--- config.mk ---
export PLATFORM = sky130hd
export DESIGN_NAME = conv_window_sequencer
export DESIGN_NICKNAME = d
export VERILOG_FILES = /design/src/rtl/cnn_ctrl_pkg.sv /design/src/rtl/ctrl_delay_line.sv /design/src/rtl/conv_window_sequencer.sv
export SDC_FILE = /design/constraint.sdc
export NUM_CORES = 1
export LEC_CHECK = 0
export ABC_AREA = 1
export CAP_MARGIN = 20
export CORE_MARGIN = 4
export CORE_UTILIZATION = 55
export CTS_CLUSTER_DIAMETER = 60
export DETAILED_ROUTE_END_ITERATION = 10
export PLACE_DENSITY = 0.83
export SLEW_MARGIN = 40
export SYNTH_ARGS = -nofsm -noshare
export SYNTH_HDL_FRONTEND = slang
export SYNTH_SLANG_ARGS = --single-unit
--- constraint.sdc ---
create_clock -name clk -period 1.85 [get_ports clk]
set_input_delay 0.37 -clock clk [delete_from_list [all_inputs] [get_ports clk]]
set_output_delay 0.37 -clock clk [all_outputs]
set_load 0.01 [all_outputs]
--- src/rtl/cnn_ctrl_pkg.sv ---
// Shared types and width helpers for the CNN layer-pass control blocks.
package cnn_ctrl_pkg;

  typedef enum logic [2:0] {
    IDLE   = 3'd0,
    LOAD_W = 3'd1,
    STREAM = 3'd2,
    DRAIN  = 3'd3,
    DONE   = 3'd4
  } state_t;

  // Index width for n items; a single-item range still needs one bit.
  function automatic int calc_w(input int n);
    return (n > 1) ? $clog2(n) : 1;
  endfunction

  function automatic int kk(input int k);
    return k * k;
  endfunction

endpackage

--- src/rtl/ctrl_delay_line.sv ---
// Fixed-depth shift register with synchronous clear; tail stage is the registered output.
module ctrl_delay_line #(
  parameter int WIDTH = 1,
  parameter int DEPTH = 1
) (
  input  logic             clk,
  input  logic             rst,
  input  logic [WIDTH-1:0] i_d,
  output logic [WIDTH-1:0] o_q
);

  genvar gi;
  generate
    for (gi = 0; gi < DEPTH; gi++) begin : g_stage
      logic [WIDTH-1:0] r_q;
      if (gi == 0) begin : g_head
        always_ff @(posedge clk) begin
          if (rst) r_q <= '0;
          else     r_q <= i_d;
        end
      end else begin : g_body
        always_ff @(posedge clk) begin
          if (rst) r_q <= '0;
          else     r_q <= g_stage[gi-1].r_q;
        end
      end
    end
  endgenerate

  assign o_q = g_stage[DEPTH-1].r_q;

endmodule

--- src/rtl/conv_window_sequencer.sv ---
// Layer-pass sequencer: weight load, raster pixel stream with window tagging,
// and pipeline-aligned strobes for the conv engine.
module conv_window_sequencer
  import cnn_ctrl_pkg::*;
#(
  parameter int I_BW     = 8,
  parameter int IF_SIZE  = 28,
  parameter int K_SIZE   = 3,
  parameter int PIPE_LAT = 3,
  localparam int W_ADDR_W = calc_w(kk(K_SIZE)),
  localparam int COORD_W  = calc_w(IF_SIZE)
) (
  input  logic                clk,
  input  logic                rst,
  input  logic                i_start,
  input  logic                i_in_valid,
  output logic                o_in_ready,
  output logic                o_w_load,
  output logic [W_ADDR_W-1:0] o_w_addr,
  output logic                o_ce,
  output logic                o_win_valid,
  output logic [COORD_W-1:0]  o_row,
  output logic [COORD_W-1:0]  o_col,
  output logic                o_busy,
  output logic                o_done
);

  localparam int KK    = kk(K_SIZE);
  localparam int DRN_W = calc_w(PIPE_LAT);
  localparam int DW    = 2 + 2 * COORD_W;

  localparam logic [W_ADDR_W-1:0] W_LAST   = W_ADDR_W'(KK - 1);
  localparam logic [COORD_W-1:0]  C_LAST   = COORD_W'(IF_SIZE - 1);
  localparam logic [COORD_W-1:0]  C_KM1    = COORD_W'(K_SIZE - 1);
  localparam logic [DRN_W-1:0]    DRN_LAST = DRN_W'(PIPE_LAT - 1);

  generate
    if (I_BW < 1 || K_SIZE < 1 || IF_SIZE < K_SIZE || PIPE_LAT < 1) begin : g_param_check
      $error("conv_window_sequencer: illegal parameter set");
    end
  endgenerate

  state_t                r_state, w_state_next;
  logic [W_ADDR_W-1:0]   r_w_addr;
  logic [COORD_W-1:0]    r_row, r_col;
  logic [COORD_W-1:0]    r_hold_row, r_hold_col;
  logic [DRN_W-1:0]      r_drain;

  logic                  w_accept, w_win, w_last_px;
  logic                  w_row_last, w_col_last;
  logic [COORD_W-1:0]    w_out_row, w_out_col;
  logic [DW-1:0]         w_din, w_dq;

  assign w_accept   = (r_state == STREAM) && i_in_valid;
  assign w_row_last = (r_row == C_LAST);
  assign w_col_last = (r_col == C_LAST);
  assign w_last_px  = w_accept && w_row_last && w_col_last;
  assign w_win      = w_accept && (int'(r_row) >= K_SIZE - 1) && (int'(r_col) >= K_SIZE - 1);
  assign w_out_row  = r_row - C_KM1;
  assign w_out_col  = r_col - C_KM1;

  // Non-window slots carry the last window's coordinates so the tail holds them.
  assign w_din = {w_accept, w_win,
                  w_win ? w_out_row : r_hold_row,
                  w_win ? w_out_col : r_hold_col};

  always_ff @(posedge clk) begin
    if (rst) begin
      r_state    <= IDLE;
      r_w_addr   <= '0;
      r_row      <= '0;
      r_col      <= '0;
      r_hold_row <= '0;
      r_hold_col <= '0;
      r_drain    <= '0;
    end else begin
      r_state <= w_state_next;
      if (r_state == LOAD_W) begin
        r_w_addr <= (r_w_addr == W_LAST) ? '0 : r_w_addr + 1'b1;
      end
      if (w_accept) begin
        if (w_col_last) begin
          r_col <= '0;
          r_row <= w_row_last ? '0 : r_row + 1'b1;
        end else begin
          r_col <= r_col + 1'b1;
        end
      end
      if (w_win) begin
        r_hold_row <= w_out_row;
        r_hold_col <= w_out_col;
      end
      if (r_state == DRAIN) begin
        r_drain <= (r_drain == DRN_LAST) ? '0 : r_drain + 1'b1;
      end
    end
  end

  always_comb begin
    w_state_next = r_state;
    o_w_load     = 1'b0;
    o_in_ready   = 1'b0;
    o_busy       = 1'b1;
    o_done       = 1'b0;
    unique case (r_state)
      IDLE: begin
        o_busy = 1'b0;
        if (i_start) w_state_next = LOAD_W;
      end
      LOAD_W: begin
        o_w_load = 1'b1;
        if (r_w_addr == W_LAST) w_state_next = STREAM;
      end
      STREAM: begin
        o_in_ready = 1'b1;
        if (w_last_px) w_state_next = DRAIN;
      end
      DRAIN: begin
        if (r_drain == DRN_LAST) w_state_next = DONE;
      end
      DONE: begin
        o_done       = 1'b1;
        w_state_next = IDLE;
      end
      default: begin
        o_busy       = 1'b0;
        w_state_next = IDLE;
      end
    endcase
  end

  assign o_w_addr = r_w_addr;

  ctrl_delay_line #(
    .WIDTH (DW),
    .DEPTH (PIPE_LAT)
  ) u_align (
    .clk (clk),
    .rst (rst),
    .i_d (w_din),
    .o_q (w_dq)
  );

  assign {o_ce, o_win_valid, o_row, o_col} = w_dq;

endmodule

# After elaboration in Yosys (flattened, before gate mapping)
# Index checks and enable logic that the tools add are counted.
[op_classes] addsub=6 magnitude_cmp=2 n_eq_ne=12 mux=15 reduce_logical=9
[ops] cell="$mux W5" count=4
[ops] cell="$mux W3" count=4
[ops] cell="$pmux W3 S4" count=1
[ops] cell="$add A5 B1 Y5 const B" count=2
[ops] cell="$eq A5 B5 Y1 const B" count=2
[ops] cell="$ge A5 B2 Y1 const B" count=2
[ops] cell="$sub A5 B2 Y5 const B" count=2
[ops] cell="$eq A3 B2 Y1 const B" count=2
[ops] cell="$logic_and A1 B1 Y1" count=5
[ops] cell="$add A4 B1 Y4 const B" count=1
[ops] cell="$eq A4 B4 Y1 const B" count=1
[ops] cell="$mux W1" count=4
[ops] cell="$mux W4" count=1
[ops] cell="$ne A2 B1 Y1 const B" count=2
[ops] cell="$ne A2 B2 Y1 const B" count=2
[ops] cell="$reduce_and A4 Y1" count=1
[ops] cell="$reduce_or A4 Y1" count=1
[ops] cell="$eq A3 B1 Y1 const B" count=1
[ops] cell="$eq A3 B3 Y1 const B" count=1
[ops] cell="$logic_not A3 Y1" count=1
[ops] cell="$add A2 B1 Y2 const B" count=1
[ops] cell="$eq A2 B2 Y1 const B" count=1
[ops] cell="$mux W2" count=1
[ops] cell="$reduce_and A2 Y1" count=1
[word_totals] ff_bits=65 in_bits=4 out_inout_bits=20 word_cells=54

# Depth between registers and ports, before layout
[depth] depth_word=6 ltp_mapped=10 depth_no_buf=10

# Modules after synthesis
# A second synthesis with hierarchy kept.
[unflattened] cells_unflattened=338 hier_area_um2=2601.2
[by_module_without_submodules] mod="conv_window_sequencer" n_inst=1 cells_per_inst=226 area_per_inst_um2=1560.2 seq_area_each_um2=580.6
[by_module_without_submodules] mod="ctrl_delay_line" n_inst=1 cells_per_inst=112 area_per_inst_um2=1041.0 seq_area_each_um2=720.7

# Worst setup path after synthesis
# OpenSTA, ideal clock, no wires.
[synth_path] kind="reg2out" from="reg r_state[0]" to="out o_busy" arrival_time_ps=1094 t_required_ps=1480 slack_ps=386 path_stages_with_launch=7 path_buffers=0 path_cell_list="dfxtp_1 > nand2_1 > nor2_1 > inv_1 > nand2_1 > inv_1 > nand3b_1"
[synth_via] elab_chain_cells=3 elab_cells_between_ends=6 classes_between="eq/ne: 4; mux: 1; reduce/logical: 1"
[synth_lines] element="start: declaration" line_no="conv_window_sequencer.sv:43" rtl="state_t r_state, w_state_next;"
[synth_lines] element="start signal: assignment" line_no="conv_window_sequencer.sv:77" rtl="r_state <= w_state_next;"
[synth_lines] element="$eq A3 B2 Y1, or another cell as far along" line_no="conv_window_sequencer.sv:105" rtl="unique case (r_state)"
[synth_lines] element="$reduce_or A4 Y1 (no line) *"
[synth_lines] element="$mux W1 *" line_no="conv_window_sequencer.sv:105"
[synth_lines] element="end: declaration" line_no="conv_window_sequencer.sv:24" rtl="output logic o_busy,"
# Every way passes the cells marked *; elsewhere a longest branch is shown, timed or not.

# Final worst setup path
[layout_path] from="reg r_state[2]" to="out o_w_load"
[layout_via] elab_chain_cells=2
[layout_lines] element="$eq A3 B1 Y1" line_no="conv_window_sequencer.sv:105"
[layout_lines] element="$mux W1" line_no="conv_window_sequencer.sv:105"
[layout_lines] element="end: declaration" line_no="conv_window_sequencer.sv:18" rtl="output logic o_w_load,"
# Every way passes these cells.

==> summary.txt <==
Worst setup path
  • Setup crit end kind: primary output
  • Worst Path Buf+Inv: 3
  • Worst R2R End: r_state[0]$_SDFFE_PP0P_
  • Worst Setup EP: o_w_load
  • Worst path max stage delay: 0.35 ns
  • CP startpoint kind: register
  • CP max-delay cell: dfxtp_2
  • Crit path DAT: 1.31 ns
  • Crit path required time: 1.48 ns
  • Cell family with most CP delay: buffers and inverters
  • Crit path depth: 5
  • CP Class: reg2out
  • Setup slack, reg-to-reg: 0.29 ns
  • Crit Path Max Fanout: 3
  • FF-to-FF path depth: 10
  • RR Startpoint: r_col[1]$_SDFFE_PP0N_
  • Critical Path, Cell by Cell: inv_1 -> nand2_1 -> nor2_1 -> buf_4 -> dlygate4sd2_1
  • Crit path launch: r_state[2]$_SDFFE_PP0P_

Hold path
  • HP Class: reg2reg
  • Hold Crit Start: u_align.g_stage[1].r_q[3]$_SDFF_PP0_

Synth
  • Simple-gate share of the synthesized area: 23.84%
  • Area share of the largest cell type after synthesis: 50.20%
  • Mean Syn Cell Area: 7.918 um2
  • Largest family of logic cells by synthesized area: simple AND/OR/NAND/NOR gates
  • Multiplexer area fraction after synthesis: 0%
  • Yosys warning total: 0
  • Post-synth cell types: 25
  • Synth Flop Type: dfxtp_1
  • Post-synth EDFFs: 0
  • Post-synthesis sequential area ratio: 50.20%
  • Cell with the most instances after synthesis: dfxtp_1
  • Number of synthesized register bits: 55
  • Post-synthesis xor/xnor area fraction: 1.597%
  • Cell taking the most area after synthesis: dfxtp_1
  • Post-synth top cells: dfxtp_1, inv_1, nor2_1, nand2_1, a21oi_1
  • Post-Syn Area: 2193 um2
  • Post-synthesis compound-gate area fraction: 7.758%
  • Post-synthesis adder-cell area fraction: 5.705%
  • Post-synthesis async set-or-reset flop share: 0%
  • Top cells by area in the synthesized netlist: dfxtp_1, inv_1, nor2_1
  • Post-Synthesis Cells: 277
  • Syn nets: 291

Route
  • Initial drt markers: 66
  • Via count: 1,740
  • Final ANT Viol Nets: 0
  • First-pass DRT Iterations: 4
  • Total Routed Length: 3.909 mm
  • DRC errors left: 0
  • Vias per cell: 4.888
  • Drt wl/cell: 10.98 um

Job
  • Max Cap Viol: 0

Clock network
  • H-tree levels: 2
  • Hold-fix buffers, CTS: 0
  • Clock sinks: 55
  • Clock Path Buffers: 2
  • Num CTS Buffers: 5
  • Clock tree from TritonCTS: built
  • Root buf cell: clkbuf_8
  • Worst-Skew Late Latency: 0.31 ns
  • Clock transition at path regs: 0.10 ns

Power
  • Switching share of power: 30.59%
  • Clock power frac: 27.3%
  • Pint: 1.741 mW
  • Max rail drop VDD: 573.3 uV
  • Reg power frac: 52.2%
  • Pwr/cell area: 970.2 nW/um2
  • P_sw: 767.6 uW
  • Lkg Pwr: 1.165 nW
  • Combinational Power Share: 20.5%

Global route
  • Largest net degree at the start of global routing: 25
  • Antenna violations before repair: 0
  • GRT Util Overall: 16.16%
  • First-pass GRT wire length: 6.658 mm
  • GRT overflow: 0
  • Number of global-route vias before repair: 1,612

Placed design
  • Dpl cells: 348
  • RePlAce Congestion: 0.8817
  • Cell Area, Placed: 2496 um2
  • Number of port buffers: 23
  • DP HPWL: 2.910 mm

STA
  • Fin crit period: 1.682 ns
  • RSZ-0062 raised after global routing: false
  • Final TNS setup: 0 ns
  • Worst Tran Pin Value: 0.3357 ns
  • Rel. slew slack: 77.45%
  • Endpoints failing setup: 0
  • FMAX: 594.7 MHz
  • Final hold violation count: 0
  • Post-route clock period utilization: 90.90%
  • Slew Limit Fails: 0
  • Clock Skews: 0.009449 ns

Die
  • Die Height: 71.15 um
  • Die area: 5062 um2
  • Die Wd: 71.15 um
  • IO Count: 24
  • Core ar.: 3744 um2
  • Row count: 22
  • Initial Utilization: 58.59%

Finish
  • Share of layout cells above drive strength 1: 9.416%
  • Nets: 321
  • Fin cells: 356
  • Final Instance Area: 2586 um2
  • Area growth syn-to-layout: 17.91%
  • Antenna Cells: 0

Run status
  • Status: completed
[power groups by stage]
stage / combinational, mW / clock (mW) / sequential [mW]
final: 0.515 / 0.685 / 1.31
after floorplan: 0.315 / 0 / 1.33
after global placement: 0.528 / 0 / 1.33
after CTS: 0.520 / 0.691 / 1.31
after global routing: 0.574 / 0.731 / 1.32
after detailed placement: 0.545 / 0 / 1.33
[routing by layer]
metal / up-vias / share of wire (%) / wire [um] / track usage (%)
met5: - / 0 / 0 / 0
met2: 31 / 49 / 1905 / 27.35
met4: 0 / 0.95 / 37 / 6.889
met3: 5 / 3.7 / 144 / 3.267
met1: 797 / 47 / 1822 / 19.84
li1: 907 / - / - / -
[state kept, by name, summed over array words and instances, names as in the netlist]
register             flops
r_hold_row               4
r_col                    5
o_w_addr                 4
u_align.g_stage.r_q     16
r_state                  3
r_hold_col               4
r_row                    5
u_align.o_q             12
r_drain                  2
[cells by family (layout without fill, tap and decap cells)]
kind of cell	Yosys count	count (layout)
and+or+nand+nor	116	116
buffers and inverters	60	91
DFF	55	55
AOI/OAI and AO/OA	32	32
adders and majority gates	10	10
xor gates and xnor gates	4	4
[timing repair]
action,4_1_cts,5_1_grt
pin swaps,0,0
resized for setup,5,3
setup endpoints to repair,4,1
buffers inserted,0,0
[layout by cell type, fill, tap and decap left out, types with 2 or more instances in the layout]
master,Yosys,final
o21ai_0,4,4
inv_1,51,51
nor2_4,2,2
dfxtp_2,0,2
nand2_2,3,3
nor2_1,46,46
buf_4,1,7
nand4_1,5,5
ha_1,10,10
dlygate4sd2_1,0,3
clkbuf_8,0,5
a211oi_1,4,4
dfxtp_1,55,53
a21oi_1,24,24
nand3_1,13,13
inv_2,2,2
nand2_1,39,39
xor2_1,3,3
nor3_1,3,3
clkdlybuf4s50_1,0,19
[worst reg2reg max path: stages (launching register included)]
cell	delay (ns)
dfxtp_1	0.42
ha_1	0.21
nand2_1	0.06
inv_1	0.07
nand2_2	0.09
nor2_4	0.22
nand2_2	0.09
nand2_2	0.09
nand2_1	0.08
nor2_1	0.09
nor2_1	0.05
[how the worst min path moves through the flow]
stage | slack (ns) | cells after the start | endpoint
final | 0.41 | 2 | u_align.o_q[3]$_SDFF_PP0_
after global routing | 0.42 | 2 | u_align.o_q[2]$_SDFF_PP0_
after CTS | 0.41 | 2 | u_align.o_q[4]$_SDFF_PP0_
after detailed placement | 0.39 | 2 | u_align.o_q[4]$_SDFF_PP0_
after global placement | 0.39 | 2 | u_align.o_q[0]$_SDFF_PP0_
after floorplan | 0.39 | 2 | u_align.g_stage[1].r_q[10]$_SDFF_PP0_
[layout make-up]
type,count,area [um2]
clock buffer,5,68.82
clock inverter,3,27.53
fill,326,1157
inverter,53,198.9
multi-input combinational,162,853.3
sequential,55,1104
tap,48,60.06
timing repair buffer,30,274.0
[through the flow]
step	total power [mW]	setup WS, ns	hold WS [ns]	utilization (%)
after floorplan	1.646	0.3855	0.3883	-
after global routing	2.624	0.06559	0.4225	69.08
final	2.509	0.1684	0.4083	69.08
after global placement	1.858	0.1495	0.3886	66.68
after detailed placement	1.878	0.1086	0.3923	66.68
after CTS	2.519	0.04866	0.4067	69.15
No activity file was read; power rests on OpenSTA's default activity.
